**src/rtl/watch_pkg.sv**
```systemverilog
// Shared definitions for the watch datapath and its UART reporter.
//   - ASCII constants for frame formatting
//   - reporter state encoding
//   - frame length constants and frame index width
//   - time snapshot struct
package watch_pkg;
  localparam logic [7:0] ASC_0     = 8'h30;
  localparam logic [7:0] ASC_COLON = 8'h3A;
  localparam logic [7:0] ASC_DOT   = 8'h2E;
  localparam logic [7:0] ASC_CR    = 8'h0D;
  localparam logic [7:0] ASC_LF    = 8'h0A;

  localparam int FRAME_LEN_CRLF = 13;
  localparam int FRAME_LEN_LF   = 12;
  localparam int IDX_W          = 4;

  typedef enum logic [1:0] {
    IDLE = 2'd0,
    SEND = 2'd1,
    DONE = 2'd2
  } rep_state_e;

  typedef struct packed {
    logic [4:0] hour;
    logic [5:0] min;
    logic [5:0] sec;
    logic [6:0] csec;
  } time_snap_t;
endpackage

```
**src/rtl/bin2ascii2.sv**
```systemverilog
// Two-digit decimal ASCII formatter.
//   val      : binary value 0-127
//   tens_asc : ASCII tens digit
//   ones_asc : ASCII ones digit
// Values above 99 saturate to "99".
module bin2ascii2
  import watch_pkg::*;
(
  input  logic [6:0] val,
  output logic [7:0] tens_asc,
  output logic [7:0] ones_asc
);
  logic [6:0] sat;
  logic [3:0] tens;
  logic [3:0] ones;

  always_comb begin
    sat      = (val > 7'd99) ? 7'd99 : val;
    tens     = 4'(sat / 7'd10);
    ones     = 4'(sat % 7'd10);
    tens_asc = ASC_0 | {4'd0, tens};
    ones_asc = ASC_0 | {4'd0, ones};
  end
endmodule

```
**src/rtl/uart_time_reporter.sv**
```systemverilog
// Formats the watch time as "HH:MM:SS.CC" + line end and pushes it one byte
// per cycle into the UART TX FIFO, honouring the FIFO full flag.
//   clk, reset  : clock, asynchronous active-high reset
//   report_req  : one-cycle frame request
//   hour/min/sec/csec : live watch time (binary)
//   tx_full     : TX FIFO full, stalls the frame
//   tx_data     : byte to write (frame[index] during SEND, else 0x00)
//   wr_en       : FIFO write strobe
//   busy        : frame in progress or a request pending
// Parameter EOL_CRLF: 1 -> CR LF line end (13 bytes), 0 -> LF only (12).
// Macro REPORT_PERIODIC_EN: a change of sec also requests a frame.
module uart_time_reporter
  import watch_pkg::*;
#(
  parameter int EOL_CRLF = 1
) (
  input  logic       clk,
  input  logic       reset,
  input  logic       report_req,
  input  logic [4:0] hour,
  input  logic [5:0] min,
  input  logic [5:0] sec,
  input  logic [6:0] csec,
  input  logic       tx_full,
  output logic [7:0] tx_data,
  output logic       wr_en,
  output logic       busy
);
  localparam int              LEN      = (EOL_CRLF != 0) ? FRAME_LEN_CRLF : FRAME_LEN_LF;
  localparam logic [IDX_W-1:0] LAST_IDX = IDX_W'(LEN - 1);

  rep_state_e       state_q, state_d;
  logic [IDX_W-1:0] idx_q, idx_d;
  logic             pending_q, pending_d;
  time_snap_t       snap_q, snap_d;
  time_snap_t       cur;
  logic             req;
  logic [7:0]       frame_byte;
  logic [7:0]       h_t, h_o, m_t, m_o, s_t, s_o, c_t, c_o;

  assign cur = {hour, min, sec, csec};

`ifdef REPORT_PERIODIC_EN
  // A seconds rollover acts like an external request.
  logic [5:0] sec_prev_q;
  always_ff @(posedge clk or posedge reset) begin
    if (reset) sec_prev_q <= '0;
    else       sec_prev_q <= sec;
  end
  assign req = report_req | (sec != sec_prev_q);
`else
  assign req = report_req;
`endif

  bin2ascii2 u_hour (.val({2'b00, snap_q.hour}), .tens_asc(h_t), .ones_asc(h_o));
  bin2ascii2 u_min  (.val({1'b0,  snap_q.min}),  .tens_asc(m_t), .ones_asc(m_o));
  bin2ascii2 u_sec  (.val({1'b0,  snap_q.sec}),  .tens_asc(s_t), .ones_asc(s_o));
  bin2ascii2 u_csec (.val(snap_q.csec),          .tens_asc(c_t), .ones_asc(c_o));

  always_comb begin
    frame_byte = 8'h00;
    case (idx_q)
      4'd0:  frame_byte = h_t;
      4'd1:  frame_byte = h_o;
      4'd2:  frame_byte = ASC_COLON;
      4'd3:  frame_byte = m_t;
      4'd4:  frame_byte = m_o;
      4'd5:  frame_byte = ASC_COLON;
      4'd6:  frame_byte = s_t;
      4'd7:  frame_byte = s_o;
      4'd8:  frame_byte = ASC_DOT;
      4'd9:  frame_byte = c_t;
      4'd10: frame_byte = c_o;
      4'd11: frame_byte = (EOL_CRLF != 0) ? ASC_CR : ASC_LF;
      4'd12: frame_byte = ASC_LF;
      default: frame_byte = 8'h00;
    endcase
  end

  assign wr_en   = (state_q == SEND) && !tx_full;
  assign tx_data = (state_q == SEND) ? frame_byte : 8'h00;
  assign busy    = (state_q != IDLE) || pending_q;

  always_comb begin
    state_d   = state_q;
    idx_d     = idx_q;
    pending_d = pending_q;
    snap_d    = snap_q;
    case (state_q)
      IDLE: begin
        if (req) begin
          snap_d  = cur;
          idx_d   = '0;
          state_d = SEND;
        end
      end
      SEND: begin
        // Requests arriving mid-frame collapse into one follow-up frame.
        if (req) pending_d = 1'b1;
        if (wr_en) begin
          if (idx_q == LAST_IDX) state_d = DONE;
          else                   idx_d   = idx_q + 1'b1;
        end
      end
      DONE: begin
        // A request landing in this cycle joins the immediate restart.
        if (pending_q || req) begin
          pending_d = 1'b0;
          snap_d    = cur;
          idx_d     = '0;
          state_d   = SEND;
        end else begin
          state_d   = IDLE;
        end
      end
      default: state_d = IDLE;
    endcase
  end

  always_ff @(posedge clk or posedge reset) begin
    if (reset) begin
      state_q   <= IDLE;
      idx_q     <= '0;
      pending_q <= 1'b0;
      snap_q    <= '0;
    end else begin
      state_q   <= state_d;
      idx_q     <= idx_d;
      pending_q <= pending_d;
      snap_q    <= snap_d;
    end
  end
endmodule

```
**config.mk**
```make
export PLATFORM = sky130hd
export DESIGN_NAME = uart_time_reporter
export DESIGN_NICKNAME = d
export VERILOG_FILES = /design/src/rtl/watch_pkg.sv /design/src/rtl/bin2ascii2.sv /design/src/rtl/uart_time_reporter.sv
export SDC_FILE = /design/constraint.sdc
export NUM_CORES = 1
export LEC_CHECK = 0
export CORE_MARGIN = 4
export CORE_UTILIZATION = 45
export CTS_CLUSTER_SIZE = 14
export DETAILED_ROUTE_END_ITERATION = 8
export PLACE_DENSITY_LB_ADDON = 0.12
export SYNTH_ARGS = -nofsm -noshare
export SYNTH_HDL_FRONTEND = slang
export SYNTH_SLANG_ARGS = --single-unit
```
**constraint.sdc**
```tcl
create_clock -name clk -period 5.7 [get_ports clk]
set_input_delay 0.855 -clock clk [delete_from_list [all_inputs] [get_ports clk]]
set_output_delay 0.855 -clock clk [all_outputs]
set_load 0.01 [all_outputs]
```
== Word-level counts from Yosys, hierarchy flattened ==
Index checks and enable logic that the tools add are counted.
Operators by class
  shifts and indexed selects: 0
  muxes and demuxes: 22
  $add $sub $neg: 1
  equal/unequal tests: 20
  reductions and logical operators: 15
  multiply operators: 0
  magnitude comparators: 4
  divide/modulo/power cells: 8
  bitwise gates (word level): 0
Operator list (count)
  case mux 6 bit (12 select lines): 1
  two-way mux 24 bit: 2
  case mux 24 bit (2 select lines): 1
  divider 7 x 4 -> 7 bit (second input constant): 4
  remainder unit 7 x 4 -> 7 bit (second input constant): 4
  two-way mux 7 bit: 4
  equality test 4 bit (second input constant): 5
  equality test 4 x 3 -> 1 bit (second input constant): 4
  two-way mux 4 bit: 4
  greater-than comparator 6 x 7 -> 1 bit (second input constant): 2
  case mux 4 bit (3 select lines): 1
  != test 2 bit (second input constant): 5
  AND reduction 3 bit: 3
  equality test 4 x 2 -> 1 bit (second input constant): 2
  two-way mux 8 bit: 1
  greater-than comparator 5 x 7 -> 1 bit (second input constant): 1
  greater-than comparator 7 bit (second input constant): 1
  two-way mux 2 bit: 3
  case mux 2 bit (3 select lines): 1
  nonzero test 2 bit: 3
  AND reduction 5 bit: 1
  adder 4 x 1 -> 4 bit (second input constant): 1
  equality test 4 x 1 -> 1 bit (second input constant): 1
  logical NOT 4 bit: 1
  11 further kinds: 14
Storage, ports and cells
  memory bits (read-only): 0
  input port bits: 28
  output and inout port bits: 10
  memories: 0
  logic and storage cells: 77
  bits in registers: 31
  RAM bits: 0
  latch bits: 0

== Longest topological paths before layout ==
Gate-level depths: netlist of the first run.
  word-level depth: 5
  mapped depth: 20
  depth with buffers taken out: 19

== Hierarchy ==
Synthesis of the first run repeated with hierarchy kept, for this count alone.
Unflattened totals
  cells, all modules: 669
  area total of the unflattened synthesis: 4858.4 µm²
Modules (own cells, without submodules)
  bin2ascii2 at u_csec ...: seq. area each 0.0 µm², area an instance 719.4 µm², cells an instance 108, times used 3
  uart_time_reporter: seq. area each 775.7 µm², area an instance 1985.7 µm², cells an instance 244, times used 1
  bin2ascii2 at u_sec: seq. area each 0.0 µm², area an instance 714.4 µm², cells an instance 101, times used 1

== Worst setup path before layout of the first run ==
Ideal clock, no wire load.
  path kind: register to output
  start: register idx_q[0]
  end: output tx_data[1]
  required time: 4.845 ns
  stages on the path, launching flop included: 20
  data arrival time: 3.776 ns
  path buffers: 1
  setup slack: 1.069 ns
  path through: dfrtp_1 -> inv_1 -> ha_1 -> and3b_1 -> buf_6 -> a32oi_1 -> a21oi_1 -> o32ai_1 -> inv_1 -> ha_1 -> a31oi_1 -> o211ai_2 -> xnor2_1 -> inv_1 -> ha_1 -> o31ai_1 -> o211a_1 -> a311o_1 -> xnor2_1 -> a31o_1
Between the ends
  cells in the longest elaborated chain, start to end: 4
  elaborated cells between the ends (all ways): 16
  those cells by class: eq/ne: 12; mux: 2; reduce/logical: 2
RTL lines
  from (decl): line uart_time_reporter.sv:33  | logic [IDX_W-1:0] idx_q, idx_d;
  from (signal assigned): line uart_time_reporter.sv:128  | idx_q <= idx_d;
  equality test 4 x 3 -> 1 bit / equality test 4 x 2 -> 1 bit (equally long branches): line uart_time_reporter.sv:62  | case (idx_q)
  OR reduction 2 bit (no source line)
  case mux 6 bit (12 select lines) (*): line uart_time_reporter.sv:62
  two-way mux 8 bit (*): line uart_time_reporter.sv:81  | assign tx_data = (state_q == SEND) ? frame_byte : 8'h00;
  to (decl): line uart_time_reporter.sv:25  | output logic [7:0] tx_data,
Every way passes the cells marked *; elsewhere a longest branch is shown, timed or not.

== Worst setup path in the final report of the first run ==
  start: register idx_q[1]
  end: output tx_data[1]
Same word-level chain as after synthesis.

==> results.sh, run 1 <==
export IMPL_path_delay_family="compound AO/OA/AOI/OAI gates"
export IMPL_critPathKind="flip-flop to output port"
export IMPL_cts_tree="yes"
export IMPL_synth_edff_count=0
export IMPL_yosysSeqAreaShare_pct=29.94
export IMPL_grt_pass1_vias=2277
export IMPL_synth_xor_area_share_pct=1.352
export IMPL_antenna_diode_count=0
export IMPL_start_util_pct=46.77
export IMPL_place_ws_ps=222.0
export IMPL_layout_common_cells="clkdlybuf4s50_1 (35), dfrtp_1 (29), a21oi_1 (25), mux2_2 (24), nor2_1 (22)"
export IMPL_busiest_layer="met2"
export IMPL_synthDistinctLibCells=62
export IMPL_drtAntennaViolNets=0
export IMPL_critPathCaptureType="output port"
export IMPL_final_max_slew_viol_count=0
export IMPL_cts_inserted_buffers=5
export IMPL_cp_start_kind="flip-flop"
export IMPL_clk_path_buf_depth=2
export IMPL_power_density_mw_per_mm2=731.3
export IMPL_cts_sinks=31
export IMPL_cp_cell_sequence="inv_1 > ha_1 > nor2_1 > buf_4 > o211ai_1 > a31o_2 > o32ai_2 > inv_1 > ha_1 > inv_1 > a31oi_2 > o211ai_2 > xnor2_1 > inv_1 > ha_2 > o31ai_1 > o211a_1 > a311o_1 > xnor2_1 > a31o_1 > clkdlybuf4s50_1"
export IMPL_cpPeakStageDelay_ps=530
export IMPL_row_count=27
export IMPL_ioPinCount=38
export IMPL_worstHoldStart="state_q[1]"
export IMPL_antenna_found_initial=0
export IMPL_cp_common_cell="inv_1"
export IMPL_clkPwrFrac_pct=10.8
export IMPL_grt_util_met1_pct=25.40
export IMPL_clk_pin_slew_ps=70
export IMPL_hold_path_class="flip-flop to flip-flop"
export IMPL_drv_cap=0
export IMPL_switching_share_pct=46.12
export IMPL_r2r_slack_ps=3860
export IMPL_synthFlopType="dfrtp_1"
export IMPL_htree_levels=2
export IMPL_cp_slowest_cell="clkdlybuf4s50_1"
export IMPL_worstPathArrival_ps=4580
export IMPL_drt_total_wl_um=6654
export IMPL_r2r_start="idx_q[1]"
export IMPL_synth_simple_gate_area_share_pct=17.48
export IMPL_synth_top_family_by_area="compound AO/OA/AOI/OAI gates"
export IMPL_postSynth_asyncResetShare_pct=100.0
export IMPL_synthMuxAreaShare_pct=12.36
export IMPL_synth_ff_latch_count=31
export IMPL_grtUsageTotal_pct=19.01
export IMPL_relSlewSlack_pct=51.03
export IMPL_fin_crit_ps=5432
export IMPL_finalSetupViolations=0
export IMPL_drcViolationCount=0
export IMPL_crit_cells=21
export IMPL_syn_inst=301
export IMPL_critPathLaunch="idx_q[1]"
export IMPL_power_switching_uw=1087
export IMPL_dieArea_mm2=0.007037
export IMPL_whs_ps=527.8
export IMPL_grt_pass1_wl_um=11010
export IMPL_synth_fa_ha_area_share_pct=4.346
export IMPL_synth_compound_area_share_pct=28.05
export IMPL_layout_worst_path_cycle_share_pct=95.30
export IMPL_drt_wirelength_per_cell_um=16.23
export IMPL_root_buffer="clkbuf_8"
export IMPL_place_hpwl_um=5051
export IMPL_clk_latency_ps=280
export IMPL_fp_dieW_um=83.89
export IMPL_syn_area_per_cell_um2=8.609
export IMPL_status="finished clean"
export IMPL_met2_usage_pct=31.31
export IMPL_irDropWorstVdd_mv=0.3823
export IMPL_tightest_slew_ps=734.6
export IMPL_die_y_um=83.89
export IMPL_syn_to_final_growth_pct=24.34
export IMPL_vias_per_cell=5.988
export IMPL_drive_above_1_share_pct=19.82
export IMPL_syn_area_mm2=0.002591
export IMPL_dr_pass1_iters=4
export IMPL_p_int_uw=1269
export IMPL_synth_warnings=0
export IMPL_cp_max_fo=6
export IMPL_fmax_mhz=184.1
export IMPL_grt_max_degree=32
export IMPL_fin_worst_skew_ps=7.097
export IMPL_critPathBufInv=6
export IMPL_finalHoldViolations=0
export IMPL_globalRouteMet3Util_pct=3.949
export IMPL_cellLeakagePower_uw=0.001272
export IMPL_reg2reg_depth=7
export IMPL_placed_cells_incl_taps=398
export IMPL_routed_via_count=2455
export IMPL_power_frac_seq_pct=19.7
export IMPL_critPathRequiredTime_ps=4850
export IMPL_setup_slack_ps=267.8
export IMPL_final_common_cell="clkdlybuf4s50_1"
export IMPL_coreArea_mm2=0.005540
export IMPL_hold_depth=1
export IMPL_gp_congestion=0.8834
export IMPL_io_buffers=35
export IMPL_nets=374
export IMPL_drt_iter0_drc=219
export IMPL_overflow=0
export IMPL_final_setup_tns_ps=0
export IMPL_fin_cells=410
export IMPL_power_frac_comb_pct=69.4
layer usage:
| metal | up-vias | part of all wire (%) |
|---|---|---|
| li1 | 1199 | - |
| met1 | 1180 | 46 |
| met3 | 11 | 5.7 |
| met2 | 65 | 47 |
| met4 | 0 | 1.5 |
| met5 | - | 0 |
kinds of logic (layout without fill, tap and decap cells):
logic type,Yosys count,after routing
buf+inv,33,69
compound gates,105,105
other cells,1,2
simple gates,89,89
flops,31,31
fa+ha+maj,9,9
xor+xnor,4,4
mux,29,29
metrics by stage:
| stage | instance area (um^2) | util, % | total power, uW |
|---|---|---|---|
| after floorplan | 2595 | - | 1563 |
| after global placement | 2994 | 54.04 | 1989 |
| after detailed placement | 2994 | 54.04 | 1999 |
| after CTS | 3134 | 56.57 | 2273 |
| after global routing | 3222 | 58.15 | 2557 |
| final | 3222 | 58.15 | 2356 |
sequential cells by signal, summed over array words and instances (netlist names):
name and flops:
idx_q 4, pending_q 1, snap_q 24, state_q 2
cells in the mapped netlist, types with 6 or more instances:
cell,number,share of area [%]
nand3_1,14,2.7
mux2_2,24,10
o31ai_1,6,1.7
ha_1,9,4.3
nand2_1,18,2.6
clkbuf_1,10,1.4
a31oi_1,6,1.4
nand3b_1,9,2.6
dfrtp_1,31,30
nor2_1,23,3.3
a21oi_1,25,4.8
o21ai_0,19,3.7
inv_1,11,1.6
area by class of cell:
class                   count  area (um^2)
inverters                  12        45.04
clock inverters             2        60.06
clock buffers               6        72.57
flip-flops and latches     31        778.2
repair buffers             49        459.2
well taps                  72        90.09
fillers                   526         2318
multi-input cells         238         1717
path summary, 6_finish.rpt:
path / end
worst max-delay path: tx_data[1]
worst min-delay path: pending_q
worst max register to register: idx_q[3]
worst min register to register: pending_q
max in group asynchronous: idx_q[0]
min in group asynchronous: snap_q[3]
power groups by stage:
stage               combinational, uW  clock, uW  sequential (uW)
floorplan                        1170          0              394
global placement                 1530          0              460
detailed placement               1540          0              463
CTS                              1550        262              460
global route                     1800        272              484
finish                           1640        255              465
repair_timing:
action                                  in CTS  in global routing
hold buffers                                 0                  0
gates resized for setup                      1                 13
endpoints found under the setup margin       1                  3
pin swaps                                    0                  4
setup buffers                                0                  4
No activity file was read; power rests on OpenSTA's default activity.
==> run 2: changes to the inputs <==
--- a/config.mk
+++ b/config.mk
@@ -6,7 +6,7 @@
 export NUM_CORES = 1
 export LEC_CHECK = 0
 export CORE_MARGIN = 4
-export CORE_UTILIZATION = 45
+export CORE_UTILIZATION = 25
 export CTS_CLUSTER_SIZE = 14
 export DETAILED_ROUTE_END_ITERATION = 8
 export PLACE_DENSITY_LB_ADDON = 0.12
==> run 2 against run 1 <==
- first-iteration DRC count is 39% lower
- combinational power hardly changed
- sequential share of layout area is 0.36 points lower
- clock power is 12% lower
- routed wire length is 17% higher
- clock skew is 8.8 ps higher
- setup slack better by 62 ps
- critical path depth is 1 lower
- worst hold slack worse by 9.7 ps
- non-clock buffer count is 1 lower
==> results.sh, run 2 (synthesis results as in run 1) <==
export IMPL_critPathCaptureType="output port"
export IMPL_ioPinCount=38
export IMPL_hold_depth=1
export IMPL_reg2reg_depth=7
export IMPL_overflow=0
export IMPL_antenna_diode_count=0
export IMPL_tightest_slew_ps=593.6
export IMPL_critPathRequiredTime_ps=4850
export IMPL_grt_max_degree=32
export IMPL_gp_congestion=0.8471
export IMPL_busiest_layer="met2"
export IMPL_drt_wirelength_per_cell_um=16.47
export IMPL_multi_input_area_mm2=0.001717
export IMPL_final_setup_tns_ps=0
export IMPL_fp_dieW_um=109.8
export IMPL_dieArea_mm2=0.01206
export IMPL_cellLeakagePower_uw=0.001263
export IMPL_fin_crit_ps=5371
export IMPL_htree_levels=2
export IMPL_grt_pass1_vias=2339
export IMPL_largestRegisters="snap_q x24, idx_q x4, state_q x2"
export IMPL_cp_start_kind="flip-flop"
export IMPL_cts_sinks=31
export IMPL_drt_iter0_drc=133
export IMPL_dr_pass1_iters=4
export IMPL_drive_above_1_share_pct=19.82
export IMPL_nets=374
export IMPL_clk_pin_slew_ps=80
export IMPL_irDropWorstVdd_mv=0.2710
export IMPL_final_max_slew_viol_count=0
export IMPL_drt_total_wl_um=7759
export IMPL_io_buffers=35
export IMPL_routed_via_count=2462
export IMPL_final_common_cell="clkdlybuf4s50_1"
export IMPL_fin_worst_skew_ps=15.86
export IMPL_largest_reg_flops=24
export IMPL_met2_usage_pct=20.49
export IMPL_hold_path_class="flip-flop to flip-flop"
export IMPL_drv_cap=0
export IMPL_regMostFlops="snap_q"
export IMPL_drtAntennaViolNets=0
export IMPL_rsz0062_at_grt="no"
export IMPL_power_uw=2331
export IMPL_clk_latency_ps=290
export IMPL_relSlewSlack_pct=60.35
export IMPL_antenna_found_initial=0
export IMPL_layout_worst_path_cycle_share_pct=94.22
export IMPL_drcViolationCount=0
export IMPL_globalRouteMet3Util_pct=2.290
export IMPL_cts_tree="yes"
export IMPL_root_buffer="clkbuf_8"
export IMPL_fillCellCount=1052
export IMPL_syn_to_final_growth_pct=26.03
export IMPL_finalSetupViolations=0
export IMPL_die_y_um=109.8
export IMPL_coreArea_mm2=0.009955
export IMPL_register_area_um2=777.0
export IMPL_cp_max_fo=6
export IMPL_place_hpwl_um=5943
export IMPL_grt_util_met1_pct=18.10
export IMPL_clk_path_buf_depth=2
export IMPL_grtUsageTotal_pct=13.02
export IMPL_grt_pass1_wl_um=12210
export IMPL_status="finished clean"
export IMPL_cts_inserted_buffers=5
export IMPL_vias_per_cell=5.227
export IMPL_power_density_mw_per_mm2=713.9
export IMPL_finalHoldViolations=0
export IMPL_critPathKind="flip-flop to output port"
export IMPL_start_util_pct=26.03
export IMPL_layout_common_cells="clkdlybuf4s50_1 (35), dfrtp_1 (30), a21oi_1 (25), mux2_2 (24), nor2_1 (21)"
export IMPL_fmax_mhz=186.2
export IMPL_worstPathArrival_ps=4520
export IMPL_row_count=36
[run 2: final timing paths]
check                              to  startpoint  slack, ps
max                        tx_data[1]    idx_q[0]        330
min                         pending_q  state_q[1]        520
max reg2reg                  idx_q[2]  state_q[1]       3900
min reg2reg                 pending_q  state_q[1]        520
max in group asynchronous   snap_q[1]       reset       4460
min in group asynchronous   pending_q       reset        930
[run 2: routing by layer]
| metal | part of all wire (%) | wire, um |
|---|---|---|
| met4 | 1.6 | 125 |
| met3 | 5.9 | 455 |
| met2 | 47 | 3647 |
| met1 | 45 | 3530 |
| met5 | 0 | 0 |
[run 2: report_power, final]
| part | total, uW | switching, uW | internal [uW] | leakage [uW] |
|---|---|---|---|---|
| sequential | 458 | 133 | 325 | 0.000365 |
| combinational | 1650 | 883 | 765 | 0.000840 |
| clock | 225 | 94.9 | 130 | 0.0000581 |
[run 2: stage by stage]
stage          hold slack, ps  util [%]  std cells  cell area [um^2]  setup WS (ps)
2_1_floorplan           474.0         -        302              2595           1069
3_3_place_gp            508.4     30.92        460              3078          336.7
3_5_place_dp            523.7     30.92        460              3078          213.5
4_1_cts                 517.1     32.15        468              3201         0.6462
5_1_grt                 564.4     32.81        471              3266          6.063
6_report                518.1     32.81        471              3266          329.4
[run 2: repair_timing]
action / 4_1_cts / 5_1_grt
buffers inserted: 0 / 2
endpoints found under the hold margin: 0 / 0
gates resized for setup: 2 / 10
cloned: 0 / 1
setup endpoints to repair: 1 / 2
hold buffers: 0 / 0
pin swaps: 0 / 2
[run 2: critical path, cell delays in order, from the launching register on]
cell and delay [ps]:
dfrtp_2 420, inv_1 100, ha_2 240, and3b_2 270
a32oi_2 270, a21oi_1 130, o32ai_2 300, inv_1 110
ha_1 220, inv_1 90, a31oi_2 50, o211ai_2 220
xnor2_1 130, inv_1 70, ha_2 210, o31ai_1 90
o211a_1 150, a311o_1 320, xnor2_1 130, a31o_1 240
clkdlybuf4s50_1 470
[run 2: cell type report]
type | count | share of cell area [%]
Clock inverter | 3 | 1.341
Inverter | 12 | 1.379
Multi-Input combinational cell | 239 | 52.57
Clock buffer | 5 | 2.107
Sequential cell | 31 | 23.79
Tap cell | 133 | 5.096
Timing Repair Buffer | 48 | 13.72
==> run 3: changes to the inputs <==
--- a/config.mk
+++ b/config.mk
@@ -10,6 +10,8 @@
 export CTS_CLUSTER_SIZE = 14
 export DETAILED_ROUTE_END_ITERATION = 8
 export PLACE_DENSITY_LB_ADDON = 0.12
+export REMOVE_ABC_BUFFERS = 1
 export SYNTH_ARGS = -nofsm -noshare
 export SYNTH_HDL_FRONTEND = slang
 export SYNTH_SLANG_ARGS = --single-unit
+export TNS_END_PERCENT = 5
==> run 3 against run 2 <==
- worst hold slack improved by 9.6 ps
- total power fell by 0.34%
- sequential share of layout area hardly changed
- clock skew is 6.3 ps lower
- sequential cell count is the same
==> results.sh, run 3 (synthesis results as in run 1) <==
export IMPL_critPathKind="flip-flop to output port"
export IMPL_largestRegisters="snap_q x24, idx_q x4, state_q x2"
export IMPL_nets=374
export IMPL_drt_met1_wl_um=3564
export IMPL_worstPathArrival_ps=4550
export IMPL_die_y_um=109.8
export IMPL_dr_pass1_iters=4
export IMPL_dieArea_mm2=0.01206
export IMPL_io_buffers=35
export IMPL_largest_reg_flops=24
export IMPL_irDropWorstVdd_mv=0.2493
export IMPL_vias_per_cell=5.113
export IMPL_clkPwrFrac_pct=9.5
export IMPL_final_max_slew_viol_count=0
export IMPL_cts_tree="yes"
export IMPL_finalSetupViolations=0
export IMPL_power_uw=2323
export IMPL_grt_max_degree=32
export IMPL_drt_total_wl_um=7362
export IMPL_top_layer="met4"
export IMPL_cp_max_fo=10
export IMPL_drv_cap=0
export IMPL_antenna_found_initial=0
export IMPL_place_hpwl_um=5810
export IMPL_htree_levels=2
export IMPL_clk_pin_slew_ps=70
export IMPL_fin_util_pct=32.88
export IMPL_clk_path_buf_depth=2
export IMPL_final_common_cell="clkdlybuf4s50_1"
export IMPL_start_util_pct=26.03
export IMPL_p_int_uw=1230
export IMPL_critPathCaptureType="output port"
export IMPL_layout_common_cells="clkdlybuf4s50_1 (35), dfrtp_1 (29), a21oi_1 (25), mux2_2 (24), nor2_1 (21)"
export IMPL_route_met2_wl_um=3420
export IMPL_status="finished clean"
export IMPL_fp_dieW_um=109.8
export IMPL_cts_sinks=31
export IMPL_routed_via_count=2408
export IMPL_fin_crit_ps=5404
export IMPL_r2r_slack_ps=3860
export IMPL_hold_path_class="flip-flop to flip-flop"
export IMPL_relSlewSlack_pct=54.44
export IMPL_finalHoldViolations=0
export IMPL_power_frac_seq_pct=19.8
export IMPL_grt_pass1_wl_um=12100
export IMPL_power_density_mw_per_mm2=709.9
export IMPL_clk_latency_ps=280
export IMPL_postLayoutCellArea_mm2=0.003273
export IMPL_drtAntennaViolNets=0
export IMPL_tightest_slew_ps=674.4
export IMPL_overflow=0
export IMPL_cp_start_kind="flip-flop"
export IMPL_fin_worst_skew_ps=9.529
export IMPL_route_met3_wl_um=322
export IMPL_gp_congestion=0.8624
export IMPL_critPathRequiredTime_ps=4850
export IMPL_layout_worst_path_cycle_share_pct=94.81
export IMPL_grt_pass1_vias=2231
export IMPL_regMostFlops="snap_q"
export IMPL_cts_inserted_buffers=5
export IMPL_cellLeakagePower_uw=0.001259
export IMPL_switching_share_pct=47.06
export IMPL_drive_above_1_share_pct=20.41
export IMPL_placed_cell_area_mm2=0.003078
export IMPL_power_switching_uw=1093
export IMPL_drcViolationCount=0
export IMPL_drt_wirelength_per_cell_um=15.63
export IMPL_grtUsageTotal_pct=12.76
export IMPL_fmax_mhz=185.0
export IMPL_drt_iter0_drc=106
export IMPL_row_count=36
export IMPL_root_buffer="clkbuf_8"
export IMPL_coreArea_mm2=0.009955
export IMPL_antenna_diode_count=0
export IMPL_ioPinCount=38
export IMPL_power_frac_comb_pct=70.7
export IMPL_syn_to_final_growth_pct=26.32
export IMPL_cts_hold_buf=0
-- run 3: cell types whose count changed in the layout (fill, tap and decap cells not counted), sizes merged --
cell / change
clkinv: -1
and3b: -1
clkbuf: +1
buf: +1
-- run 3: metrics by stage --
stage               std cells  worst slack, ps  setup TNS (ps)  hold WS, ps
global route              471          -0.7381         -0.7381        565.2
floorplan                 281            981.6               0        474.0
CTS                       468            48.12               0        534.0
finish                    471            295.9               0        527.7
detailed placement        460            244.0               0        518.1
global placement          460            321.0               0        526.1
-- run 3: layer usage --
layer,GRT usage (%),vias to the layer above
li1,-,1201
met1,18.60,1149
met2,19.50,54
met3,2.173,4
met4,3.028,0
met5,0,-
-- run 3: worst paths after layout --
check                      startpoint          to  depth (start not counted)
max                          idx_q[0]  tx_data[1]                         20
min                        state_q[1]   pending_q                          1
max reg2reg                  idx_q[1]    idx_q[3]                          7
min reg2reg                state_q[1]   pending_q                          1
max in group asynchronous       reset    idx_q[0]                          3
min in group asynchronous       reset   pending_q                          3
-- run 3: critical path, cell delays in order (launching register included) --
cell	delay, ps
dfrtp_2	410
inv_1	80
ha_1	220
and3b_2	290
a32oi_2	290
a21oi_1	130
o32ai_2	280
inv_1	110
ha_1	220
inv_1	90
a31oi_2	50
o211ai_2	250
xnor2_1	140
inv_1	70
ha_2	220
o31ai_1	90
o211a_1	150
a311o_1	330
xnor2_1	130
a31o_1	240
clkdlybuf4s50_1	470
-- run 3: power by group through the flow --
| stage | clock, uW | sequential, uW | combinational, uW |
|---|---|---|---|
| 2_1_floorplan | 0 | 431 | 1090 |
| 3_5_place_dp | 0 | 464 | 1580 |
| 3_3_place_gp | 0 | 464 | 1590 |
| 6_report | 222 | 460 | 1640 |
| 4_1_cts | 230 | 460 | 1600 |
| 5_1_grt | 240 | 482 | 1830 |
-- run 3: layout make-up --
type / count / area (um^2)
tap: 133 / 166.4
sequential: 31 / 778.2
timing repair buffer: 49 / 459.2
clock inverter: 2 / 35.03
fill: 1061 / 6681
clock buffer: 6 / 82.58
inverter: 12 / 45.04
multi-input combinational: 238 / 1707
-- run 3: what timing repair did --
item,4_1_cts,5_1_grt
pin swaps,0,2
buffers inserted,0,3
resized for setup,2,12
endpoints found under the setup margin,1,2
